[src/rtl/mips_multicycle_ctrl.sv]
// Multicycle MIPS main controller: sequences fetch/decode/execute/memory/writeback.
// Latency: outputs are combinational from the registered state; 3-5 cycles per instruction when memory is ready.
// Backpressure: FETCH/MEMRD/MEMWR hold until mem_ready; a bounded wait pulses mem_timeout and returns to FETCH.
module mips_multicycle_ctrl #(
  parameter int STATE_W      = 4,
  parameter int MEM_WAIT_MAX = 255
) (
  input  logic               clk,
  input  logic               reset,
  input  logic [5:0]         op,
  input  logic [5:0]         funct,
  input  logic               zero,
  input  logic               mem_ready,
  output logic               pcen,
  output logic               iord,
  output logic               memwrite,
  output logic               irwrite,
  output logic               regdst,
  output logic               memtoreg,
  output logic               regwrite,
  output logic               alusrca,
  output logic [1:0]         alusrcb,
  output logic [1:0]         pcsrc,
  output logic [2:0]         alucontrol,
  output logic               illegal_op,
  output logic               mem_timeout,
  output logic [STATE_W-1:0] state
);

  typedef enum logic [3:0] {
    FETCH   = 4'd0,
    DECODE  = 4'd1,
    MEMADR  = 4'd2,
    MEMRD   = 4'd3,
    MEMWB   = 4'd4,
    MEMWR   = 4'd5,
    RTYPEEX = 4'd6,
    RTYPEWB = 4'd7,
    BEQEX   = 4'd8,
    ADDIEX  = 4'd9,
    ADDIWB  = 4'd10,
    JEX     = 4'd11
  } state_t;

  localparam logic [5:0] OP_LW   = 6'b100011;
  localparam logic [5:0] OP_SW   = 6'b101011;
  localparam logic [5:0] OP_RTYP = 6'b000000;
  localparam logic [5:0] OP_BEQ  = 6'b000100;
  localparam logic [5:0] OP_ADDI = 6'b001000;
  localparam logic [5:0] OP_J    = 6'b000010;

  localparam logic [2:0] ALU_ADD = 3'b010;
  localparam logic [2:0] ALU_SUB = 3'b110;
  localparam logic [2:0] ALU_AND = 3'b000;
  localparam logic [2:0] ALU_OR  = 3'b001;
  localparam logic [2:0] ALU_SLT = 3'b111;

  localparam logic [7:0] WAIT_LIMIT = 8'(MEM_WAIT_MAX);

  state_t     state_q, state_d;
  logic [7:0] wait_q, wait_d;
  logic       pcwrite, branch, irwrite_i, memwrite_i;
  logic       mem_state, timeout;

  // State register and memory-wait counter; reset abandons any instruction in flight.
  always_ff @(posedge clk or negedge reset) begin
    if (!reset) begin
      state_q <= FETCH;
      wait_q  <= 8'd0;
    end else begin
      state_q <= state_d;
      wait_q  <= wait_d;
    end
  end

  // Next-state and per-state control decode; a timeout overrides everything with a write-free return to FETCH.
  always_comb begin
    state_d     = state_q;
    pcwrite     = 1'b0;
    branch      = 1'b0;
    irwrite_i   = 1'b0;
    memwrite_i  = 1'b0;
    iord        = 1'b0;
    regdst      = 1'b0;
    memtoreg    = 1'b0;
    regwrite    = 1'b0;
    alusrca     = 1'b0;
    alusrcb     = 2'b00;
    pcsrc       = 2'b00;
    alucontrol  = 3'b000;
    illegal_op  = 1'b0;
    mem_timeout = 1'b0;

    mem_state = (state_q == FETCH) || (state_q == MEMRD) || (state_q == MEMWR);
    timeout   = mem_state && (wait_q == WAIT_LIMIT);

    case (state_q)
      FETCH: begin
        alusrcb    = 2'b01;
        alucontrol = ALU_ADD;
        if (mem_ready) begin
          irwrite_i = 1'b1;
          pcwrite   = 1'b1;
          state_d   = DECODE;
        end
      end
      DECODE: begin
        alusrcb    = 2'b11;
        alucontrol = ALU_ADD;
        case (op)
          OP_LW, OP_SW: state_d = MEMADR;
          OP_RTYP:      state_d = RTYPEEX;
          OP_BEQ:       state_d = BEQEX;
          OP_ADDI:      state_d = ADDIEX;
          OP_J:         state_d = JEX;
          default: begin
            illegal_op = 1'b1;
            state_d    = FETCH;
          end
        endcase
      end
      MEMADR: begin
        alusrca    = 1'b1;
        alusrcb    = 2'b10;
        alucontrol = ALU_ADD;
        state_d    = (op == OP_LW) ? MEMRD : MEMWR;
      end
      MEMRD: begin
        iord = 1'b1;
        if (mem_ready) state_d = MEMWB;
      end
      MEMWB: begin
        memtoreg = 1'b1;
        regwrite = 1'b1;
        state_d  = FETCH;
      end
      MEMWR: begin
        iord = 1'b1;
        if (mem_ready) begin
          memwrite_i = 1'b1;
          state_d    = FETCH;
        end
      end
      RTYPEEX: begin
        alusrca = 1'b1;
        state_d = RTYPEWB;
        case (funct)
          6'b100000: alucontrol = ALU_ADD;
          6'b100010: alucontrol = ALU_SUB;
          6'b100100: alucontrol = ALU_AND;
          6'b100101: alucontrol = ALU_OR;
          6'b101010: alucontrol = ALU_SLT;
          default: begin
            alucontrol = ALU_ADD;
            illegal_op = 1'b1;
            state_d    = FETCH;
          end
        endcase
      end
      RTYPEWB: begin
        regdst   = 1'b1;
        regwrite = 1'b1;
        state_d  = FETCH;
      end
      BEQEX: begin
        alusrca    = 1'b1;
        alucontrol = ALU_SUB;
        branch     = 1'b1;
        pcsrc      = 2'b01;
        state_d    = FETCH;
      end
      ADDIEX: begin
        alusrca    = 1'b1;
        alusrcb    = 2'b10;
        alucontrol = ALU_ADD;
        state_d    = ADDIWB;
      end
      ADDIWB: begin
        regwrite = 1'b1;
        state_d  = FETCH;
      end
      JEX: begin
        pcwrite = 1'b1;
        pcsrc   = 2'b10;
        state_d = FETCH;
      end
      default: state_d = FETCH;
    endcase

    if (timeout) begin
      irwrite_i   = 1'b0;
      pcwrite     = 1'b0;
      memwrite_i  = 1'b0;
      mem_timeout = 1'b1;
      state_d     = FETCH;
    end

    // Counter restarts on every state change so each memory state gets a fresh budget.
    if (timeout || (state_d != state_q)) wait_d = 8'd0;
    else if (mem_state && !mem_ready)    wait_d = wait_q + 8'd1;
    else                                 wait_d = wait_q;
  end

  // Write strobes are held off while reset is asserted.
  assign pcen     = reset & (pcwrite | (branch & zero));
  assign irwrite  = reset & irwrite_i;
  assign memwrite = reset & memwrite_i;
  assign state    = STATE_W'(state_q);

endmodule

[config.mk]
export PLATFORM = sky130hd
export DESIGN_NAME = mips_multicycle_ctrl
export DESIGN_NICKNAME = d
export VERILOG_FILES = /design/src/rtl/mips_multicycle_ctrl.sv
export SDC_FILE = /design/constraint.sdc
export NUM_CORES = 1
export LEC_CHECK = 0
export CAP_MARGIN = 20
export CORE_AREA = 2 2 63 65
export DETAILED_ROUTE_END_ITERATION = 8
export DIE_AREA = 0 0 65 67
export DONT_BUFFER_PORTS = 1
export HOLD_SLACK_MARGIN = 0.02
export PLACE_DENSITY = 0.58
export SLEW_MARGIN = 20
export SYNTH_ARGS = -nofsm -noshare
export SYNTH_HDL_FRONTEND = slang
export SYNTH_SLANG_ARGS = --single-unit
[constraint.sdc]
create_clock -name clk -period 4.8 [get_ports clk]
set_input_delay 0.96 -clock clk [delete_from_list [all_inputs] [get_ports clk]]
set_output_delay 0.96 -clock clk [all_outputs]
set_load 0.1 [all_outputs]
==> impl_metrics.prom <==
# TYPE chip_impl_metric gauge
chip_impl_metric{name="die_h",unit="µm"} 67
chip_impl_info{name="post-synth-top-count-cell",value="sky130_fd_sc_hd__nor2_1"} 1
chip_impl_metric{name="grt_pass1_vias",unit=""} 1193
chip_impl_metric{name="io_pins",unit=""} 37
chip_impl_metric{name="yosys_warnings",unit=""} 0
chip_impl_metric{name="drive_above_1_share",unit=""} 0.301
chip_impl_metric{name="floorplan.die.width",unit="µm"} 65
chip_impl_metric{name="synth.distinct_cells",unit=""} 48
chip_impl_metric{name="path_depth_of_the_worst_reg2reg_path",unit=""} 5
chip_impl_info{name="clock_tree_from_tritoncts",value="yes"} 1
chip_impl_metric{name="async_reset_ff_frac",unit=""} 1.00
chip_impl_metric{name="numCtsBuffers",unit=""} 3
chip_impl_metric{name="number_of_buffers_added_on_ports",unit=""} 0
chip_impl_metric{name="first_pass_iters",unit=""} 4
chip_impl_metric{name="synthCells",unit=""} 151
chip_impl_metric{name="groute.usage.overall",unit=""} 0.160
chip_impl_metric{name="place_hpwl",unit="µm"} 2510
chip_impl_metric{name="final_core_utilization",unit=""} 0.444
chip_impl_metric{name="seq_area_frac_synth",unit=""} 0.244
chip_impl_info{name="worstHoldPathType",value="in2async"} 1
chip_impl_metric{name="max_cap_viols",unit=""} 0
chip_impl_info{name="timing.critical_path.from_type",value="flip-flop"} 1
chip_impl_metric{name="design.final.nets",unit=""} 181
chip_impl_metric{name="gr-total-overflow",unit=""} 0
chip_impl_metric{name="final_cells",unit=""} 211
chip_impl_metric{name="fillCellCount",unit=""} 358
chip_impl_metric{name="drt.antenna.violating_nets",unit=""} 0
chip_impl_metric{name="standard_cell_core_area",unit="µm²"} 3610
chip_impl_metric{name="synth.net_count",unit=""} 168
chip_impl_metric{name="timing.critical_path.required",unit="ns"} 3.84
chip_impl_metric{name="core.rowCount",unit=""} 22
chip_impl_metric{name="route.vias.total",unit=""} 1244
chip_impl_metric{name="ys_seq_elements",unit=""} 12
chip_impl_metric{name="cell_area_power_density",unit="nW/µm²"} 324
chip_impl_metric{name="avgViaCountPerCell",unit=""} 5.90
chip_impl_metric{name="fmax",unit="MHz"} 297
chip_impl_metric{name="wl_per_cell",unit="µm"} 15.8
chip_impl_metric{name="postCtsSetupRepairBufs",unit=""} 0
chip_impl_metric{name="htreeDepth",unit=""} 1
chip_impl_metric{name="finalInstanceArea",unit="µm²"} 1600
chip_impl_metric{name="report.power.total",unit="W"} 0.000519
chip_impl_metric{name="period_share",unit=""} 0.702
chip_impl_metric{name="period_needed",unit="ns"} 3.37
chip_impl_metric{name="initial_core_utilization",unit=""} 0.342
chip_impl_metric{name="design.die.area",unit="µm²"} 4360
chip_impl_metric{name="gp_congestion",unit=""} 0.837
chip_impl_info{name="worst-setup-path-type",value="reg2out"} 1
chip_impl_metric{name="power.ir.vdd_worst",unit="V"} 0.000188
chip_impl_metric{name="clock_sink_count",unit=""} 12
chip_impl_metric{name="wire_length_of_the_first_global_routing_pass",unit="µm"} 5440
chip_impl_metric{name="place_area",unit="µm²"} 1550
chip_impl_metric{name="setup-violations-final",unit=""} 0
chip_impl_metric{name="clockBufferDepth",unit=""} 2
chip_impl_metric{name="worst_slew_margin_rel",unit=""} 0.264
chip_impl_metric{name="finalHoldViolCount",unit=""} 0
chip_impl_metric{name="postCtsHoldBufs",unit=""} 0
chip_impl_metric{name="post_cts_resized",unit=""} 0
chip_impl_metric{name="regToRegSetupSlack",unit="ns"} 1.76
chip_impl_info{name="grt_setup_unrepaired",value="no"} 1
chip_impl_info{name="netlist_top_cells_area",value="sky130_fd_sc_hd__dfrtp_1 (24%), sky130_fd_sc_hd__a211oi_2 (8.1%), sky130_fd_sc_hd__xor2_1 (6.4%)"} 1
chip_impl_metric{name="antenna_found_initial",unit=""} 0
chip_impl_metric{name="worst_ep_arrival_time",unit="ns"} 2.41
chip_impl_info{name="clk_root_buffer_cell",value="sky130_fd_sc_hd__clkbuf_8"} 1
chip_impl_metric{name="clk_latency",unit="ns"} 0.24
chip_impl_metric{name="post-route-drc-count",unit=""} 0
chip_impl_metric{name="routed_wl",unit="µm"} 3330
chip_impl_metric{name="synth_edf_count",unit=""} 0
chip_impl_metric{name="mappedNetlistArea",unit="µm²"} 1230
chip_impl_metric{name="post_synth.cell_area_avg",unit="µm²"} 8.16
chip_impl_metric{name="antenna_cells_inserted",unit=""} 0
chip_impl_metric{name="clk_pin_slew_worst_paths",unit="ns"} 0.06
chip_impl_info{name="timing.rr.start",value="state[1]"} 1
chip_impl_info{name="end_kind",value="output port"} 1
chip_impl_metric{name="dr.first_iter.drc_count",unit=""} 47
chip_impl_metric{name="timing_max_transition_violations_final",unit=""} 0
chip_impl_metric{name="area_delta_synth_final",unit="%"} 30.1
chip_impl_metric{name="dpl.cell_count",unit=""} 207
chip_impl_metric{name="grt_start_max_net_pins",unit=""} 25
chip_impl_info{name="synth.largest_area_cell",value="sky130_fd_sc_hd__dfrtp_1"} 1
chip_impl_metric{name="pin_slew_with_the_least_headroom_to_its_limit",unit="ns"} 1.07
chip_impl_metric{name="netlist.area_leader.share",unit=""} 0.244
chip_impl_metric{name="critPathMaxFanout",unit=""} 24
chip_impl_metric{name="fin_skew",unit="ns"} 0.00661
chip_impl_info{name="top_reg_cell_synth",value="sky130_fd_sc_hd__dfrtp_1"} 1
chip_impl_info{name="status",value="finished, final reports clean"} 1
chip_impl_metric{name="leakage_power",unit="nW"} 0.607
chip_impl_info{name="setup.worst_path.end",value="pcen"} 1
chip_impl_info{name="reg2reg_to",value="wait_q[0]"} 1
chip_impl_info{name="cp-startpoint",value="state[1]"} 1
chip_impl_info{name="synth_common_cells",value="sky130_fd_sc_hd__nor2_1 (15), sky130_fd_sc_hd__dfrtp_1 (12), sky130_fd_sc_hd__nand2_1 (9), sky130_fd_sc_hd__xor2_1 (9)"} 1
layer usage:
metal	GRT usage	routed length, µm	up-vias
li1	-	-	601
met1	0.187	1430	598
met2	0.300	1680	41
met3	0.0220	186	4
met4	0.0479	27	0
met5	0	0	-
report_power, final:
group / total (W) / internal (W) / switching (W)
combinational: 0.000281 / 0.0000760 / 0.000205
sequential: 0.000144 / 0.000112 / 0.0000324
clock: 0.0000940 / 0.0000584 / 0.0000357
through the flow:
step	setup WS, ns	hold slack [ns]	setup TNS [ns]
after global placement	1.62	0.594	0
after detailed placement	1.58	0.610	0
final	1.43	0.412	0
after floorplan	-0.181	0.570	-0.190
after CTS	1.40	0.407	0
after global routing	1.30	0.399	0
sequential cells by signal, indices dropped and copies added (netlist names):
signal	count
state	4
wait_q	8
cells in the final DEF (no fill, tap or decap), drive strengths merged, types with 3 or more instances in the layout:
| cell type | instances |
|---|---|
| nand2b | 3 |
| nor2b | 4 |
| inv | 4 |
| nor2 | 15 |
| nand2 | 9 |
| o21a | 3 |
| nor3 | 8 |
| dfrtp | 12 |
| nor3b | 3 |
| a21oi | 5 |
| clkbuf | 6 |
| o21ai | 6 |
| a211oi | 8 |
| xor2 | 9 |
| nand3 | 4 |
| o211a | 3 |
| and3 | 4 |
| buf | 15 |
| nand4 | 5 |
| and2 | 3 |
| nor4 | 3 |
layout make-up:
class | instances | area, µm² | area share
inverter | 4 | 15.0 | 0.00937
tap | 48 | 60.1 | 0.0375
multi-input combinational | 126 | 978 | 0.610
clock buffer | 4 | 45.0 | 0.0281
sequential | 12 | 302 | 0.188
timing repair buffer | 17 | 203 | 0.126
kinds of logic after synthesis:
kind of cell,share of synthesized area
fa+ha+maj,0.0102
buf+inv,0.0487
compound gates,0.288
xor+xnor,0.0711
simple gates,0.322
mux,0.0162
flops,0.244
critical path, cell delays in order (launching register included):
cell and delay [ns]:
sky130_fd_sc_hd__dfrtp_2 0.97, sky130_fd_sc_hd__nand2_1 0.22, sky130_fd_sc_hd__nor2_2 0.12, sky130_fd_sc_hd__buf_4 0.30
sky130_fd_sc_hd__a21oi_1 0.12, sky130_fd_sc_hd__o22ai_2 0.13, sky130_fd_sc_hd__buf_4 0.31
worst min-delay path by stage:
stage                          from         to  slack (ns)  cells after the start
after floorplan           wait_q[7]  wait_q[7]        0.57                      2
after global placement    wait_q[5]  wait_q[5]        0.59                      2
after detailed placement  wait_q[7]  wait_q[7]        0.61                      2
after CTS                     reset  wait_q[6]        0.41                      0
after global routing          reset  wait_q[6]        0.40                      0
final                         reset  wait_q[6]        0.41                      0
Power figures use the tool's default switching activity.
